==> config.mk <==
export PLATFORM = sky130hd
export DESIGN_NAME = fetch_unit
export DESIGN_NICKNAME = d
export VERILOG_FILES = /design/src/rtl/fetch_unit.sv
export SDC_FILE = /design/constraint.sdc
export NUM_CORES = 1
export LEC_CHECK = 0
export ABC_AREA = 1
export CAP_MARGIN = 20
export CORE_MARGIN = 2
export CORE_UTILIZATION = 44
export CTS_CLUSTER_DIAMETER = 60
export DETAILED_ROUTE_END_ITERATION = 8
export HOLD_SLACK_MARGIN = 0.05
export MAX_ROUTING_LAYER = met4
export PLACE_DENSITY = 0.82
export SYNTH_ARGS = -nofsm -noshare
export SYNTH_HDL_FRONTEND = slang
export SYNTH_SLANG_ARGS = --single-unit
==> constraint.sdc <==
create_clock -name clk -period 1.65 [get_ports clk]
set_clock_uncertainty 0.05 [all_clocks]
set_input_delay 0.2475 -clock clk [delete_from_list [all_inputs] [get_ports clk]]
set_output_delay 0.2475 -clock clk [all_outputs]
set_load 0.05 [all_outputs]
==> src/rtl/fetch_unit.sv <==
// Instruction-fetch stage: owns the PC, drives the instruction-memory address and
// registers the fetched word and its PC for the decoder. Handles redirects, HALT and a cycle counter.
module fetch_unit #(
  parameter int instr_width = 9,
  parameter int pc_width    = 10,
  parameter int off_width   = 8,
  parameter int cnt_width   = 16
) (
  input  logic                   clk,
  input  logic                   rst_n,
  input  logic                   start,
  input  logic [pc_width-1:0]    start_addr,
  output logic [pc_width-1:0]    imem_addr,
  input  logic [instr_width-1:0] imem_rdata,
  input  logic                   stall,
  input  logic                   halt,
  input  logic                   branch_taken,
  input  logic [off_width-1:0]   branch_offset,
  input  logic                   jump,
  input  logic [pc_width-1:0]    jump_target,
  output logic [instr_width-1:0] instruction,
  output logic [pc_width-1:0]    instr_pc,
  output logic                   instr_valid,
  output logic                   done,
  output logic [cnt_width-1:0]   cycle_count
);

  typedef enum logic [1:0] {
    IDLE   = 2'd0,
    RUN    = 2'd1,
    HALTED = 2'd2
  } state_t;

  state_t                 state_reg;
  logic [pc_width-1:0]    pc_reg;
  logic [instr_width-1:0] instr_reg;
  logic [pc_width-1:0]    instr_pc_reg;
  logic                   instr_valid_reg;
  logic                   done_reg;
  logic [cnt_width-1:0]   cycle_count_reg;

  logic [pc_width-1:0]    branch_target;
  logic [pc_width-1:0]    pc_inc;
  logic                   cnt_saturated;

  // Target is relative to the PC of the branch itself; the sum wraps naturally.
  assign branch_target = instr_pc_reg + pc_width'($signed(branch_offset));
  assign pc_inc        = pc_reg + pc_width'(1);
  assign cnt_saturated = &cycle_count_reg;

  always_ff @(posedge clk or negedge rst_n) begin
    if (!rst_n) begin
      state_reg       <= IDLE;
      pc_reg          <= '0;
      instr_reg       <= '0;
      instr_pc_reg    <= '0;
      instr_valid_reg <= 1'b0;
      done_reg        <= 1'b0;
      cycle_count_reg <= '0;
    end else if (start) begin
      state_reg       <= RUN;
      pc_reg          <= start_addr;
      instr_reg       <= '0;
      instr_valid_reg <= 1'b0;
      done_reg        <= 1'b0;
      cycle_count_reg <= '0;
    end else begin
      case (state_reg)
        RUN: begin
          if (!cnt_saturated) begin
            cycle_count_reg <= cycle_count_reg + cnt_width'(1);
          end
          // Halt and redirects act on the word in the fetch/decode register and win over stall.
          if (halt && instr_valid_reg) begin
            state_reg       <= HALTED;
            done_reg        <= 1'b1;
            instr_valid_reg <= 1'b0;
          end else if (jump && instr_valid_reg) begin
            pc_reg          <= jump_target;
            instr_valid_reg <= 1'b0;
          end else if (branch_taken && instr_valid_reg) begin
            pc_reg          <= branch_target;
            instr_valid_reg <= 1'b0;
          end else if (!stall) begin
            instr_reg       <= imem_rdata;
            instr_pc_reg    <= pc_reg;
            instr_valid_reg <= 1'b1;
            pc_reg          <= pc_inc;
          end
        end
        default: begin
          state_reg <= state_reg;
        end
      endcase
    end
  end

  assign imem_addr   = pc_reg;
  assign instruction = instr_reg;
  assign instr_pc    = instr_pc_reg;
  assign instr_valid = instr_valid_reg;
  assign done        = done_reg;
  assign cycle_count = cycle_count_reg;

endmodule

Yosys cells after proc, flatten, opt, wreduce, memory -nomap -nowiden --
Cells that the tools add are included.
Word-level totals: logic and storage cells 62, memory bits (read-only) 0, bits in registers 49, RAM bits 0, memories 0, latch bits 0
Operators by class: $mul 0, muxes and demuxes 27, order comparisons 0, shift operators 0, add/subtract/negate cells 3, divide/modulo/power cells 0, reduce and logical (&&, ||, !) cells 12, eq/ne operators 8, bitwise logic cells 5
Operator list (count):
- $mux W10 | 6
- $mux W9 | 6
- $mux W16 | 3
- $add A16 B1 Y16 const B | 1
- $reduce_and A16 Y1 | 1
- $add A10 B1 Y10 const B | 1
- $add A10 B10 Y10 | 1
- $ne A2 B2 Y1 const B | 5
- $mux W1 | 9
- $mux W2 | 3
- $reduce_and A2 Y1 | 3
- $reduce_and A6 Y1 | 1
- $ne A5 B2 Y1 const B | 1
- $not A1 Y1 | 5
- $reduce_and A5 Y1 | 1
- $ne A4 B2 Y1 const B | 1
- $reduce_bool A2 Y1 | 2
- $logic_and A1 B1 Y1 | 3
- $reduce_and A3 Y1 | 1
- $eq A2 B1 Y1 const B | 1

Logic depth before layout (Yosys ltp) --
Gate-level depths: netlist (run 1).
depth after elaboration 7, depth in mapped cells 13, mapped depth without buffers 13

Worst setup path after synthesis (run 1) --
OpenSTA, ideal clock, no wires.
path kind register to register, from register instr_pc_reg[0], in the netlist instr_pc[0], to register pc_reg[6], in the netlist imem_addr[6], required time 1.482 ns, setup slack -0.412 ns, data arrival time 1.894 ns, period minus slack after synthesis 2.062 ns, setup time 0.118 ns, buffers on the path 0, cell stages (with the launch flop) 13, cell sequence dfrtp_1 ha_1 fa_1 nand3_1 nand3_1 nand3_1 nand2_1 nand2_1 nand3_1 nand2_1 nand2_1 nand2_1 nand2_1
Between the ends: cells in the longest elaborated chain, start to end 6
Ends and longest elaborated chain:
- start, declared | line 37 | logic [pc_width-1:0] instr_pc_reg;
- start signal, assigned | line 86 | instr_pc_reg <= pc_reg;
- $add A10 B10 Y10 | line 47 | assign branch_target = instr_pc_reg + pc_width'($signed(branch_offset));
- $mux W10 | line 81 | end else if (branch_taken && instr_valid_reg) begin
- $mux W10 | line 78 | end else if (jump && instr_valid_reg) begin
- $mux W10 | line 74 | if (halt && instr_valid_reg) begin
- $mux W10 | line 68 | case (state_reg)
- $mux W10 | line 60 | end else if (start) begin
- end signal, assigned | line 62 | pc_reg <= start_addr;
- end signal, assigned | line 79 | pc_reg <= jump_target;
- end signal, assigned | line 82 | pc_reg <= branch_target;
- end, declared | line 35 | logic [pc_width-1:0] pc_reg;
No other way between the ends. The select of a mux whose other input is x is not followed. A chain may end at the register's enable or synchronous reset.

Worst setup path after layout (run 1) --
Ends and elaborated chain as after synthesis.

==> results of run 1 <==
what timing repair did:
action	in CTS	in global routing
hold endpoints to repair	22	0
pin swaps	3	11
hold buffers	1	0
setup buffers	0	2
cloned	0	1
gates resized for setup	10	26
setup endpoints to repair	7	16
worst max-delay path: stages (launching register included):
cell	delay [ns]
dfrtp_2	0.44
ha_4	0.17
fa_2	0.38
nand3_2	0.10
nand3_4	0.09
nand3_2	0.08
nand2_1	0.05
nand2_1	0.05
nand3_1	0.06
nand2_1	0.07
nand2_1	0.05
nand2_1	0.06
nand2_1	0.04
area by class of cell:
cell class / instances / area (um^2)
repair buffers: 142 / 1295
clock buffers: 6 / 82.58
well taps: 102 / 127.6
multi-input cells: 343 / 2142
inverters: 61 / 234.0
flip-flops and latches: 48 / 1234
fillers: 645 / 2477
clock inverters: 2 / 15.01
power by group:
part | leakage (nW) | switching (W) | internal [W] | total, W
Combinational | 1.81 | 0.00223 | 0.00165 | 0.00388
Clock | 0.0434 | 0.000410 | 0.000340 | 0.000750
Sequential | 0.585 | 0.000320 | 0.00143 | 0.00175
Total | 2.43 | 0.00296 | 0.00342 | 0.00638
path summary, 6_finish.rpt:
check | start | to | slack (ns)
worst max-delay path | instr_pc[0] | imem_addr[6] | -0.14
worst min-delay path | rst_n | instruction[2] | 0.41
worst max register to register | instr_pc[0] | imem_addr[6] | -0.14
worst min register to register | instruction[4] | instruction[4] | 0.48
max in group asynchronous | rst_n | cycle_count[9] | 0.52
min in group clk | imem_rdata[6] | instruction[6] | 0.43
cell usage after synthesis, drive strengths merged (2+ instances only):
cell type	number	share of area
nor3	5	0.010
clkinv	3	0.0033
o21ai	44	0.086
nand3	51	0.080
a21oi	12	0.019
o22ai	2	0.0037
buf	10	0.024
dfrtp	48	0.35
o31ai	4	0.0088
clkbuf	4	0.0044
a211oi	3	0.0066
nand2	132	0.16
inv	58	0.066
xnor2	4	0.010
or2	2	0.0037
ha	11	0.041
a31oi	2	0.0081
nand4	13	0.026
xor2	6	0.015
nor2	45	0.057
kinds of logic after synthesis:
logic type,Yosys count,synth area share
adders and majority gates,12,0.04641
buffers and inverters,75,0.09723
xor gates and xnor gates,10,0.02578
DFF,48,0.3536
and+or+nand+nor,249,0.3359
AOI/OAI and AO/OA,71,0.1411
through the flow:
step | area [um^2] | util
2_1_floorplan | 3570 | -
3_3_place_gp | 4872 | 0.6405
3_5_place_dp | 4872 | 0.6405
4_1_cts | 5002 | 0.6576
5_1_grt | 5130 | 0.6743
6_report | 5130 | 0.6743
routing by layer:
metal | vias up | wire length, um | global-route usage
met4 | 0 | 61 | 0.05100
met3 | 6 | 524 | 0.04930
met2 | 111 | 5075 | 0.4234
met5 | - | 0 | -
li1 | 1788 | - | -
met1 | 1701 | 4122 | 0.2868
==> flow_metrics.env, run 1 <==
export IMPL_nets=657
export IMPL_drt_first_pass_iters=4
export IMPL_path_clk_slew_ns=0.09
export IMPL_rsz0062_at_grt="yes"
export IMPL_drive_gt1_frac=0.3787
export IMPL_worst_slew_pin_transition_ns=0.5659
export IMPL_rows=32
export IMPL_dp_cells=692
export IMPL_final_antenna_net_count=0
export IMPL_cts_htree_levels=2
export IMPL_fin_ws_ns=-0.1398
export IMPL_yosys_warnings=0
export IMPL_drv_slew=0
export IMPL_cts_tree="yes"
export IMPL_async_flop_share=1.000
export IMPL_vias=3606
export IMPL_routabilityCongestion=0.8896
export IMPL_grt_max_degree=25
export IMPL_grt_pass1_wl_um=16220
export IMPL_cp_arrival_ns=1.94
export IMPL_setup_tns_ns=-0.4788
export IMPL_clk_latency_ns=0.30
export IMPL_fin_crit_ns=1.790
export IMPL_violations="negative setup slack"
export IMPL_synth_edf_count=0
export IMPL_start_util=0.4465
export IMPL_power_density_mw_per_mm2=1243
export IMPL_ys_seq_area_frac=0.3536
export IMPL_numClockSinks=48
export IMPL_rr_worst_depth=12
export IMPL_period_share=1.085
export IMPL_die_area_mm2=0.008439
export IMPL_preCtsSetupSlack_ns=-0.4396
export IMPL_place_hpwl_um=7623
export IMPL_setup_viol=7
export IMPL_relSlewSlack=0.6227
export IMPL_io_pins=91
export IMPL_drtIter0Drc=154
export IMPL_syn_inst=465
export IMPL_holdCritPathClass="input pin to async pin"
export IMPL_status="complete, but fails checks"
export IMPL_end_kind="flip-flop"
export IMPL_maxCapViolCount=0
export IMPL_synth_nets=521
export IMPL_syn2layout_area_growth_pct=51.01
export IMPL_portBuffers=90
export IMPL_final_common_cell="nand2_1"
export IMPL_fmax_ghz=0.5587
export IMPL_drt_vias_per_instance=5.122
export IMPL_p_leak_nw=2.434
export IMPL_most_common_layout_cells="nand2_1, buf_4, inv_1"
export IMPL_cts_root_buf="clkbuf_8"
export IMPL_largest_register_ffs=16
export IMPL_antenna_found_initial=0
export IMPL_diodes=0
export IMPL_start_kind="flip-flop"
export IMPL_cp_data_required_time_ns=1.80
export IMPL_wl_um=9784
export IMPL_die_y_um=91.87
export IMPL_ys_flop_type="dfrtp_1"
export IMPL_instances_no_fill=704
export IMPL_numCtsBuffers=5
export IMPL_crit_path_max_fanout=4
export IMPL_totalPowerFinal_w=0.006376
export IMPL_clock_tree_buffer_depth=2
export IMPL_synth_area_mm2=0.003397
export IMPL_avgSynthCellArea_um2=7.305
export IMPL_synth_distinct_cells=41
export IMPL_critPathKind="flip-flop to flip-flop"
export IMPL_grt_total_usage=0.2408
export IMPL_grt_pass1_vias=3555
export IMPL_timing_hold_ws_ns=0.4106
export IMPL_peakVddDrop_mv=0.5806
export IMPL_fp_coreArea_mm2=0.007607
export IMPL_hold_viol=0
export IMPL_gr_total_overflow=0
export IMPL_detail_route_wl_per_cell_um=13.90
export IMPL_route_detailed_drc=0
export IMPL_ys_seq_elements=48
export IMPL_die_w_um=91.87
Note: power is estimated with default switching activity, not from simulation.
==> run 2, diff against run 1 <==
--- a/config.mk
+++ b/config.mk
@@ -7,6 +7,7 @@
 export LEC_CHECK = 0
 export ABC_AREA = 1
 export CAP_MARGIN = 20
+export CORE_ASPECT_RATIO = 0.7
 export CORE_MARGIN = 2
 export CORE_UTILIZATION = 44
 export CTS_CLUSTER_DIAMETER = 60
==> run 2 against run 1 <==
Against the previous run:
- the run still ends with negative setup slack left
- count of clock-buffer cells in the layout shrank 1
- hold slack got worse by 0.0032 ns
- wire length is 12% higher
- worst setup slack improved by 0.024 ns
- final cell count up 0.43%
- register-to-register slack improved by 0.02 ns
- sequential power hardly changed
- largest cell class unchanged
==> flow_metrics.env, run 2 (synthesis gave the netlist of run 1 again) <==
export IMPL_cts_root_buf="clkbuf_8"
export IMPL_holdCritPathClass="input pin to async pin"
export IMPL_die_w_um=109.0
export IMPL_gr_total_overflow=0
export IMPL_portBuffers=90
export IMPL_diodes=0
export IMPL_numClockSinks=48
export IMPL_cp_endpoint="imem_addr[9]"
export IMPL_grt_total_usage=0.2684
export IMPL_fp_coreArea_mm2=0.007385
export IMPL_routabilityCongestion=0.9358
export IMPL_utilization=0.7237
export IMPL_detail_route_wl_per_cell_um=15.47
export IMPL_drt_first_pass_iters=5
export IMPL_cp_cell_sequence="ha_4, nand2_1, nor2_1, nand3_1, nand4_1, nand3_1, nand2_1, nand2_1, nand2_1, nand2_1"
export IMPL_regArea_mm2=0.001232
export IMPL_cp_top_family="simple AND/OR/NAND/NOR gates"
export IMPL_critPathBufInv=0
export IMPL_cp_arrival_ns=1.92
export IMPL_cts_tree="yes"
export IMPL_clock_tree_buffer_depth=2
export IMPL_slowest_delay_ns=0.46
export IMPL_nets=664
export IMPL_multiInputGateArea_mm2=0.002202
export IMPL_instances_no_fill=707
export IMPL_numCtsBuffers=5
export IMPL_path_clk_slew_ns=0.10
export IMPL_wl_um=10940
export IMPL_route_detailed_drc=0
export IMPL_critPathLaunch="instr_pc[7]"
export IMPL_placed_cell_area_mm2=0.004897
export IMPL_totalPowerFinal_w=0.006864
export IMPL_largest_register_ffs=16
export IMPL_crit_path_max_fanout=4
export IMPL_p_leak_nw=2.572
export IMPL_cp_depth=10
export IMPL_r2r_end="imem_addr[9]"
export IMPL_grt_max_degree=49
export IMPL_final_antenna_net_count=0
export IMPL_dp_cells=687
export IMPL_io_pins=91
export IMPL_fin_crit_ns=1.766
export IMPL_final_common_cell="nand2_1"
export IMPL_drtIter0Drc=245
export IMPL_cp_data_required_time_ns=1.80
export IMPL_maxCapViolCount=0
export IMPL_cp_common_cell="nand2_1"
export IMPL_grt_pass1_vias=3685
export IMPL_die_area_mm2=0.008451
export IMPL_drt_vias_per_instance=5.406
export IMPL_period_share=1.070
export IMPL_fmax_ghz=0.5663
export IMPL_violations="negative setup slack"
export IMPL_power_density_mw_per_mm2=1284
export IMPL_end_kind="flip-flop"
export IMPL_status="complete, but fails checks"
export IMPL_relSlewSlack=0.7784
export IMPL_die_y_um=77.52
export IMPL_rows=26
export IMPL_rsz0062_at_grt="yes"
export IMPL_critPathKind="flip-flop to flip-flop"
export IMPL_fin_ws_ns=-0.1158
export IMPL_preCtsSetupSlack_ns=-0.4404
export IMPL_drv_slew=0
export IMPL_cpMaxStageDelayCell="dfrtp_2"
export IMPL_grt_pass1_wl_um=17610
export IMPL_clk_latency_ns=0.30
export IMPL_setup_viol=17
export IMPL_final_area_mm2=0.005344
export IMPL_peakVddDrop_mv=1.064
export IMPL_r2r_slack_ns=-0.12
export IMPL_most_common_layout_cells="nand2_1, buf_4, inv_1"
export IMPL_vias=3822
export IMPL_r2r_start="instr_pc[7]"
export IMPL_syn2layout_area_growth_pct=57.31
export IMPL_fill_cells=548
export IMPL_hold_viol=0
export IMPL_start_util=0.4600
export IMPL_place_hpwl_um=7927
export IMPL_antenna_found_initial=0
export IMPL_worst_slew_pin_transition_ns=0.3299
export IMPL_cts_htree_levels=2
export IMPL_drive_gt1_frac=0.4122
export IMPL_start_kind="flip-flop"
export IMPL_rr_worst_depth=10
run 2: changes by cell type in the layout (fill, tap and decap cells not counted), moves of 4 or more:
cell	change
o31ai_1	-4
nand2_1	-9
o31ai_2	+4
nand2_2	+7
run 2: worst min path at each step:
stage                      end  slack [ns]  cells after the start
2_1_floorplan   cycle_count[0]        -0.1                      0
3_3_place_gp    cycle_count[6]        0.21                      2
3_5_place_dp    cycle_count[6]        0.21                      2
4_1_cts        cycle_count[11]        0.41                      3
5_1_grt         cycle_count[1]        0.43                      3
6_report        cycle_count[6]        0.41                      3
run 2: layout make-up:
class / count / area share
Clock buffer: 5 / 0.01288
Clock inverter: 3 / 0.01288
Inverter: 61 / 0.04519
Multi-Input combinational cell: 343 / 0.4121
Sequential cell: 48 / 0.2306
Tap cell: 98 / 0.02295
Timing Repair Buffer: 148 / 0.2622
Timing Repair inverter: 1 / 0.001171
run 2: power breakdown:
part           leakage [nW]  internal [W]  total, W  switching [W]
clock network        0.0687      0.000611   0.00105       0.000439
registers             0.587       0.00143   0.00174       0.000310
logic                  1.92       0.00171   0.00407        0.00236
total                  2.57       0.00375   0.00686        0.00311
run 2: layer usage:
| metal | vias to the layer above | part of all wire | GRT usage |
|---|---|---|---|
| met5 | - | 0 | - |
| met4 | 0 | 0.0067 | 0.04744 |
| met3 | 8 | 0.080 | 0.04538 |
| met2 | 171 | 0.47 | 0.4155 |
| met1 | 1835 | 0.45 | 0.3748 |
| li1 | 1808 | - | - |
run 2: worst min-delay path, cell delays in order:
cell and delay (ns):
dlygate4sd3_1 0.52, buf_2 0.12, buf_12 0.26
run 2: what timing repair did:
action                                  4_1_cts  5_1_grt
gates resized for setup                      11       51
pin swaps                                     6       15
buffers inserted                              1        8
endpoints found under the hold margin        48        0
gates cloned                                  0        2
hold buffers                                  1        0
endpoints found under the setup margin        7       25
run 2: through the flow:
stage          TNS (ns)  hold slack [ns]
2_1_floorplan   -0.6633         -0.09809
3_3_place_gp     -7.029           0.2068
3_5_place_dp     -8.516           0.2117
4_1_cts         -0.4829           0.4118
5_1_grt          -3.186           0.4324
6_report        -0.7919           0.4075
==> run 3, diff against run 2 <==
--- a/config.mk
+++ b/config.mk
@@ -9,12 +9,12 @@
 export CAP_MARGIN = 20
 export CORE_ASPECT_RATIO = 0.7
 export CORE_MARGIN = 2
-export CORE_UTILIZATION = 44
+export CORE_UTILIZATION = 49
 export CTS_CLUSTER_DIAMETER = 60
 export DETAILED_ROUTE_END_ITERATION = 8
 export HOLD_SLACK_MARGIN = 0.05
 export MAX_ROUTING_LAYER = met4
-export PLACE_DENSITY = 0.82
+export PLACE_DENSITY = 0.86
 export SYNTH_ARGS = -nofsm -noshare
 export SYNTH_HDL_FRONTEND = slang
 export SYNTH_SLANG_ARGS = --single-unit
==> constraint.sdc (replaced) <==
create_clock -name clk -period 2 [get_ports clk]
set_clock_uncertainty 0.05 [all_clocks]
set_input_delay 0.3 -clock clk [delete_from_list [all_inputs] [get_ports clk]]
set_output_delay 0.3 -clock clk [all_outputs]
set_load 0.05 [all_outputs]
==> run 3 against run 2 <==
Against the previous run:
- the flow now finishes without violations
- die area shrank 9.8%
- register-to-register slack improved by 0.20 ns
- final cell count is 5.4% lower
- count of clock-buffer cells in the layout is 1 higher
- global-route usage down 1.4 points
- largest power group unchanged
- sequential power is 18% lower
==> flow_metrics.env, run 3 (synthesis gave the netlist of run 1 again) <==
export IMPL_status="finished, final reports clean"
export IMPL_final_antenna_net_count=0
export IMPL_r2r_start="instr_pc[0]"
export IMPL_drt_first_pass_iters=5
export IMPL_rr_worst_depth=12
export IMPL_start_kind="flip-flop"
export IMPL_most_common_layout_cells="nand2_1, clkdlybuf4s50_1, inv_1"
export IMPL_route_detailed_drc=0
export IMPL_setup_viol=0
export IMPL_diodes=0
export IMPL_die_w_um=103.5
export IMPL_grt_pass1_wl_um=14980
export IMPL_clk_latency_ns=0.31
export IMPL_maxCapViolCount=0
export IMPL_grt_max_degree=26
export IMPL_drv_slew=0
export IMPL_fp_coreArea_mm2=0.006725
export IMPL_clock_tree_buffer_depth=2
export IMPL_grt_pass1_vias=3128
export IMPL_syn2layout_area_growth_pct=37.31
export IMPL_grt_total_usage=0.2541
export IMPL_holdCritPathClass="input pin to async pin"
export IMPL_nets=630
export IMPL_period_share=0.9765
export IMPL_largest_register_ffs=16
export IMPL_critPathLaunch="cycle_count[5]"
export IMPL_wl_um=9350
export IMPL_placed_cell_area_mm2=0.004517
export IMPL_p_leak_nw=2.253
export IMPL_io_pins=91
export IMPL_totalPowerFinal_w=0.004892
export IMPL_start_util=0.5051
export IMPL_cp_depth=1
export IMPL_die_y_um=73.66
export IMPL_place_hpwl_um=7285
export IMPL_cp_arrival_ns=1.60
export IMPL_relSlewSlack=0.6114
export IMPL_routabilityCongestion=0.9116
export IMPL_vias=3503
export IMPL_drtIter0Drc=250
export IMPL_cp_cell_sequence="clkdlybuf4s50_1"
export IMPL_drive_gt1_frac=0.1774
export IMPL_die_area_mm2=0.007625
export IMPL_cts_htree_levels=2
export IMPL_drt_vias_per_instance=5.236
export IMPL_critPathKind="flip-flop to output pin"
export IMPL_detail_route_wl_per_cell_um=13.98
export IMPL_fmax_ghz=0.5121
export IMPL_power_density_mw_per_mm2=1049
export IMPL_portBuffers=90
export IMPL_cpMaxStageDelayCell="clkdlybuf4s50_1"
export IMPL_end_kind="output pin"
export IMPL_worst_slew_pin_transition_ns=0.5830
export IMPL_path_clk_slew_ns=0.10
export IMPL_rsz0062_at_grt="yes"
export IMPL_crit_path_max_fanout=5
export IMPL_numCtsBuffers=5
export IMPL_fin_crit_ns=1.953
export IMPL_final_area_mm2=0.004664
export IMPL_numClockSinks=48
export IMPL_cp_top_family="buffers and inverters"
export IMPL_critPathBufInv=1
export IMPL_cp_endpoint="cycle_count[5]"
export IMPL_r2r_slack_ns=0.08
export IMPL_slowest_delay_ns=0.84
export IMPL_r2r_end="imem_addr[6]"
export IMPL_cts_root_buf="clkbuf_8"
export IMPL_cp_data_required_time_ns=1.65
export IMPL_setup_tns_ns=0
export IMPL_gr_total_overflow=0
export IMPL_antenna_found_initial=0
export IMPL_rows=25
export IMPL_peakVddDrop_mv=0.5588
export IMPL_timing_hold_ws_ns=0.4596
export IMPL_hold_viol=0
export IMPL_cts_tree="yes"
export IMPL_final_common_cell="nand2_1"
## run 3: worst min path at each step
| stage | to | from | cells after the start |
|---|---|---|---|
| after floorplan | cycle_count[0] | rst_n | 0 |
| after global placement | cycle_count[4] | rst_n | 1 |
| after detailed placement | cycle_count[4] | rst_n | 1 |
| after CTS | cycle_count[4] | rst_n | 2 |
| after global routing | instruction[1] | imem_rdata[1] | 3 |
| final | cycle_count[4] | rst_n | 2 |
## run 3: layout make-up
cell class,count,area [um^2]
inverter,61,234.0
clock buffer,6,82.58
multi-input combinational,342,1878
sequential,48,1204
fill,584,2061
tap,94,117.6
clock inverter,2,38.79
timing repair buffer,116,1110
## run 3: layer usage
layer	routed length, um	share of wire	GRT usage
met5	0	0	-
met3	549	0.059	0.03993
met1	4664	0.50	0.3643
met4	120	0.013	0.07357
met2	4015	0.43	0.3745
## run 3: what timing repair did
item	CTS	global route
setup buffers	0	0
hold buffers	1	0
gates cloned	0	0
endpoints found under the setup margin	2	7
resized for setup	2	4
hold endpoints to repair	23	0
## run 3: through the flow
| step | setup WS [ns] | instances | utilization |
|---|---|---|---|
| 3_5_place_dp | -0.3415 | 660 | 0.6716 |
| 2_1_floorplan | 0.04610 | 465 | - |
| 4_1_cts | 0.007361 | 669 | 0.6917 |
| 6_report | 0.04708 | 669 | 0.6936 |
| 5_1_grt | -0.01661 | 669 | 0.6936 |
| 3_3_place_gp | -0.2444 | 660 | 0.6716 |
## run 3: report_power, final
group / switching [W] / internal, W
logic: 0.00167 / 0.00104
registers: 0.000261 / 0.00116
clock network: 0.000354 / 0.000410
